===== config.mk =====
export PLATFORM = sky130hd
export DESIGN_NAME = syllable_parity_check
export DESIGN_NICKNAME = d
export VERILOG_FILES = /design/src/rtl/syllable_parity_check.sv
export SDC_FILE = /design/constraint.sdc
export NUM_CORES = 1
export LEC_CHECK = 0
export ABC_AREA = 1
export BUFFER_PORTS_ARGS = -buffer_cell sky130_fd_sc_hd__buf_2
export CORE_AREA = 2 2 42 44
export CTS_CLUSTER_SIZE = 10
export DETAILED_ROUTE_END_ITERATION = 8
export DIE_AREA = 0 0 44 46
export PLACE_DENSITY_LB_ADDON = 0.1
export SLEW_MARGIN = 25
export SYNTH_ARGS = -nofsm -noshare
export SYNTH_HDL_FRONTEND = slang
export SYNTH_SLANG_ARGS = --single-unit

===== constraint.sdc =====
create_clock -name clk -period 2.4 [get_ports clk]
set_input_delay 0.24 -clock clk [delete_from_list [all_inputs] [get_ports clk]]
set_output_delay 0.24 -clock clk [all_outputs]
set_load 0.01 [all_outputs]

===== src/rtl/syllable_parity_check.sv =====
// ----------------------------------------------------------------------------
// syllable_parity_check
//
// Accumulates one serial syllable (DATA_BITS data bits followed by one parity
// bit) from each of the duplex memory channels A and B. When the syllable is
// complete it checks parity on each channel and compares the two channels
// bit-for-bit. The results are handed to the switchover block.
//
// Optional build macro: SYLLABLE_ERR_COUNT_EN
//   This macro adds the saturating 8-bit parity-error counters ECNTA/ECNTB.
//
// Ports
//   clk     in   system clock, rising edge
//   rst     in   synchronous reset, active high
//   SYNC    in   start-of-syllable strobe, coincides with bit 0
//   BITEN   in   bit-time strobe; SAA/SAB are sampled only when high
//   SAA     in   serial data, channel A
//   SAB     in   serial data, channel B
//   CLRERR  in   clears the held EAP/EBP/COC/CNC flags
//   TIME    out  one-clock strobe; the flags are valid in this cycle
//   EAP     out  channel A parity error (held)
//   EBP     out  channel B parity error (held)
//   COC     out  channels agreed on every bit of the last syllable (held)
//   CNC     out  channels disagreed on at least one bit (held)
//   BUSY    out  high while a syllable is being shifted in
//   ECNTA   out  [7:0] channel A parity-error count (macro only)
//   ECNTB   out  [7:0] channel B parity-error count (macro only)
// ----------------------------------------------------------------------------
module syllable_parity_check #(
    parameter int DATA_BITS  = 13,
    parameter int ODD_PARITY = 1,
    parameter int CNT_W      = 4
) (
    input  logic       clk,
    input  logic       rst,
    input  logic       SYNC,
    input  logic       BITEN,
    input  logic       SAA,
    input  logic       SAB,
    input  logic       CLRERR,
    output logic       TIME,
    output logic       EAP,
    output logic       EBP,
    output logic       COC,
    output logic       CNC,
    output logic       BUSY
`ifdef SYLLABLE_ERR_COUNT_EN
    ,
    output logic [7:0] ECNTA,
    output logic [7:0] ECNTB
`endif
);

    localparam logic [1:0]       ST_IDLE  = 2'd0;
    localparam logic [1:0]       ST_SHIFT = 2'd1;
    localparam logic [1:0]       ST_CHECK = 2'd2;
    // cnt value while the parity bit is being accepted
    localparam logic [CNT_W-1:0] LAST_CNT = CNT_W'(DATA_BITS);
    localparam logic [CNT_W-1:0] CNT_ONE  = CNT_W'(1);
    localparam logic [CNT_W-1:0] CNT_ZERO = CNT_W'(0);
    localparam logic             ODD_BIT  = (ODD_PARITY != 0) ? 1'b1 : 1'b0;

    // The accumulator is the XOR of all received bits, which is 1 for an odd count of ones.
    // The result is an error whenever that value differs from the expected sense.
    function automatic logic parity_err(input logic acc);
        return acc ^ ODD_BIT;
    endfunction

    logic [1:0]       state_r;
    logic [1:0]       state_nx_s;
    logic [CNT_W-1:0] cnt_r;
    logic [CNT_W-1:0] cnt_nx_s;
    logic             pa_r;
    logic             pa_nx_s;
    logic             pb_r;
    logic             pb_nx_s;
    logic             dif_r;
    logic             dif_nx_s;
    logic             start_s;

    logic             time_r;
    logic             eap_r;
    logic             ebp_r;
    logic             coc_r;
    logic             cnc_r;
    logic             busy_r;

    // Next-state and accumulator update for the syllable shifter
    always_comb begin
        start_s    = SYNC & BITEN;
        state_nx_s = state_r;
        cnt_nx_s   = cnt_r;
        pa_nx_s    = pa_r;
        pb_nx_s    = pb_r;
        dif_nx_s   = dif_r;
        case (state_r)
            ST_IDLE: begin
                if (start_s) begin
                    state_nx_s = ST_SHIFT;
                    pa_nx_s    = SAA;
                    pb_nx_s    = SAB;
                    dif_nx_s   = SAA ^ SAB;
                    cnt_nx_s   = CNT_ONE;
                end else begin
                    state_nx_s = ST_IDLE;
                end
            end
            ST_SHIFT: begin
                if (start_s) begin
                    // A new SYNC aborts the partial syllable and takes this bit as bit 0
                    state_nx_s = ST_SHIFT;
                    pa_nx_s    = SAA;
                    pb_nx_s    = SAB;
                    dif_nx_s   = SAA ^ SAB;
                    cnt_nx_s   = CNT_ONE;
                end else if (BITEN) begin
                    pa_nx_s    = pa_r ^ SAA;
                    pb_nx_s    = pb_r ^ SAB;
                    dif_nx_s   = dif_r | (SAA ^ SAB);
                    cnt_nx_s   = cnt_r + CNT_ONE;
                    state_nx_s = (cnt_r == LAST_CNT) ? ST_CHECK : ST_SHIFT;
                end else begin
                    state_nx_s = ST_SHIFT;
                end
            end
            ST_CHECK: begin
                if (start_s) begin
                    // Back-to-back syllable: this check still completes on this edge
                    state_nx_s = ST_SHIFT;
                    pa_nx_s    = SAA;
                    pb_nx_s    = SAB;
                    dif_nx_s   = SAA ^ SAB;
                    cnt_nx_s   = CNT_ONE;
                end else begin
                    state_nx_s = ST_IDLE;
                end
            end
            default: begin
                state_nx_s = ST_IDLE;
                cnt_nx_s   = CNT_ZERO;
                pa_nx_s    = 1'b0;
                pb_nx_s    = 1'b0;
                dif_nx_s   = 1'b0;
            end
        endcase
    end

    // Shifter state, bit counter and channel accumulators
    always_ff @(posedge clk) begin
        if (rst) begin
            state_r <= ST_IDLE;
            cnt_r   <= CNT_ZERO;
            pa_r    <= 1'b0;
            pb_r    <= 1'b0;
            dif_r   <= 1'b0;
            busy_r  <= 1'b0;
        end else begin
            state_r <= state_nx_s;
            cnt_r   <= cnt_nx_s;
            pa_r    <= pa_nx_s;
            pb_r    <= pb_nx_s;
            dif_r   <= dif_nx_s;
            busy_r  <= (state_nx_s == ST_SHIFT);
        end
    end

    // Check strobe and held result flags; a completing check takes priority over CLRERR
    always_ff @(posedge clk) begin
        if (rst) begin
            time_r <= 1'b0;
            eap_r  <= 1'b0;
            ebp_r  <= 1'b0;
            coc_r  <= 1'b0;
            cnc_r  <= 1'b0;
        end else if (state_r == ST_CHECK) begin
            time_r <= 1'b1;
            eap_r  <= parity_err(pa_r);
            ebp_r  <= parity_err(pb_r);
            cnc_r  <= dif_r;
            coc_r  <= ~dif_r;
        end else begin
            time_r <= 1'b0;
            if (CLRERR) begin
                eap_r <= 1'b0;
                ebp_r <= 1'b0;
                coc_r <= 1'b0;
                cnc_r <= 1'b0;
            end
        end
    end

    assign TIME = time_r;
    assign EAP  = eap_r;
    assign EBP  = ebp_r;
    assign COC  = coc_r;
    assign CNC  = cnc_r;
    assign BUSY = busy_r;

`ifdef SYLLABLE_ERR_COUNT_EN
    logic [7:0] ecnta_r;
    logic [7:0] ecntb_r;

    // Saturating parity-error counters; only rst clears them
    always_ff @(posedge clk) begin
        if (rst) begin
            ecnta_r <= 8'd0;
            ecntb_r <= 8'd0;
        end else if (state_r == ST_CHECK) begin
            if (parity_err(pa_r) && (ecnta_r != 8'hFF)) begin
                ecnta_r <= ecnta_r + 8'd1;
            end
            if (parity_err(pb_r) && (ecntb_r != 8'hFF)) begin
                ecntb_r <= ecntb_r + 8'd1;
            end
        end
    end

    assign ECNTA = ecnta_r;
    assign ECNTB = ecntb_r;
`endif

endmodule


==> results.md <==
- Pwr Density: between 500 and 600 nW/um2
- Register bit total from synthesis: 15
- First-pass GRT wire length: about 2200 um
- Die area: 2020 um2
- CTS tree: done
- Worst vdd ir: 0.357 mV
- RSZ-0062 raised after global routing: false
- Die Ht: about 46 um
- Fin util: 49.8%
- Clk sink count: 15
- Syn Area/Cell: 7.82 um2
- DP HPWL: ~1000 um
- Most used routing layer in global routing: met2
- Leakage power: around 0.37 nW
- Fmax: approximately 840 MHz
- Filler instances: 174
- Worst clock skew: 0.00120 ns
- Final #Nets: ~120
- Cell count after synthesis: 92
- Logic gate share of total power: 10.0%
- Wire per inst: 10.9 um
- Total power: around 0.45 mW
- Worst hold slack: between 0.2 and 0.25 ns
- Detailed Routing Iterations Pass 1: 4
- Outcome: finished clean
- Hold Buf Count CTS: 0
- Sequential Power Share: 58.1%
- Minimum clock period: around 1.2 ns
- Switch Pwr: ~0.12 mW
- Tot GR Track Use: between 10% and 20%
- Synth top area share: about two fifths
- CTS Buf Count: 3
- Worst min path class: in2reg
- Clock share of power: about a third
- Area growth syn-to-layout: 11.7%
- Worst-Margin Slew: 0.409 ns
- DRT Wirelength: around 1300 um
- DRC: 0
- CTS resizes: 0
- RD Place Congestion: roughly 0.74
- Root buf cell: clkbuf_4
- Critical path class: reg2reg
- Starting Density: around 45%
- Initial DRC count: 9
- Initial antenna violation count: 0
- Cell-internal power: 0.336 mW
- Die width: approximately 44 um
- Post-route cell area: 803 um2
- Ys Warns: 0
- Max_slew headroom: 72.7%
- Sequential share of the synthesized area: between 40% and 50%
- Max FO, Critical Path: 10
- Met3 usage: 6.35%
- Latest clock arrival within the worst-skew pair: 0.28 ns
- WP data arrival: ~1.4 ns
- Max_cap viols: 0
- Number of global-route vias before repair: around 540
- Final period utilization: 49.7%
- Endpoint type of the worst setup path: register
- Fin. max-slew vios: 0
- Largest net degree at the start of global routing: 12
- IO Port Bufs: 12
- # H-tree levels: 1
- Inserted Diodes: 0
- Top Registers: cnt_r (4), state_r (2)
- Core area: approximately 1600 um2
- Row cnt: 15
- Fin Setup TNS: 0 ns
- Fin. Hold Viols: 0
- Highest-count cells in the layout ignoring fill and taps: nand2_1 (20), nand3_1 (16), dfxtp_1 (15), buf_2 (12)
- Vias per std cell: 5.14
- Antenna-violating nets left: 0
- Top reg by flops: cnt_r
- Placement Cell Area: approximately 800 um2
- Largest cells by area after synthesis: dfxtp_1 (42%), nand3_1 (11%), nand2_1 (10%)
- Most common cell after layout, fill and taps aside: nand2_1
- Switching Fraction: around a quarter
- Overflow after GRT: 0
- Clk slew on worst S/H paths: around 0.09 ns
- Max reg flops: 4
- CP startpoint kind: register
- Via Count: ~630
- Final Setup Violations: 0
- # Post-CTS Setup Buffers: 0
- Mapped Area: 719 um2
- M1 GR Usage: around 17%
- Netlist cell types: 21
- Post-synthesis net count: 101
- Met2 Use GR: between 20% and 30%
- Layout cells sized above 1: a little over a fifth
- Worst Path Required: approximately 2.6 ns
- Largest area contributor in the netlist: dfxtp_1
- Max Root-Sink Buffers: 2
- I/O pin cnt: 13
metrics by stage:
| stage | instances | setup slack [ns] |
|---|---|---|
| 2_1_floorplan | 92 | 1.44 |
| 3_3_place_gp | 118 | 1.26 |
| 4_1_cts | 122 | 1.22 |
| 3_5_place_dp | 118 | 1.24 |
| 5_1_grt | 122 | 1.11 |
| 6_report | 122 | 1.21 |
routing by layer:
metal  up-vias  part of all wire (%)
met4         0                   2.2
met2        13                    43
met3         5                   6.3
li1        328                     -
met5         -                     0
met1       281                    48
Yosys cell counts (all sizes together):
library cell and instances:
inv 10, xnor2 1, ha 2, dfxtp 15, a21oi 8, o21ai 3
xor2 1, nand4 2, nor3 2, nand2 24, buf 3, nor2 5
nand3 16
final timing paths:
check / to / slack, ns / from / cells past startpoint
min: cnt_r[0] / 0.23 / rst / 2
max: pa_r / 1.21 / state_r[0] / 6
min reg2reg: CNC / 0.47 / CNC / 2
max reg2reg: pa_r / 1.21 / state_r[0] / 6
power groups by stage:
stage / Combinational [mW] / Clock (mW) / Sequential [mW]
floorplan: 0.0382 / 0 / 0.265
global placement: 0.0452 / 0 / 0.269
detailed placement: 0.0455 / 0 / 0.269
CTS: 0.0457 / 0.151 / 0.263
global route: 0.0512 / 0.164 / 0.264
finish: 0.0453 / 0.145 / 0.263
cells by family after synthesis:
logic type	synth area share (%)
and+or+nand+nor	35.8
DFF	41.7
buffers and inverters	8.87
AOI/OAI and AO/OA	7.65
xor gates and xnor gates	2.44
adders and majority gates	3.48
critical path, cell delays in order (launching register included):
cell     delay, ns
dfxtp_1       0.58
inv_4         0.05
nand2_4       0.09
nand2_4       0.09
nor2_8        0.11
nand3_1       0.07
a21oi_1       0.13
final cells by class:
| cell class | instances | area, um2 | area share [%] |
|---|---|---|---|
| well taps | 17 | 21.3 | 2.65 |
| flip-flops and latches | 15 | 300 | 37.4 |
| repair buffers | 12 | 60.1 | 7.48 |
| multi-input cells | 64 | 355 | 44.2 |
| clock buffers | 4 | 26.3 | 3.27 |
| inverters | 10 | 40.0 | 4.98 |
(Power assumes the default switching activity.)
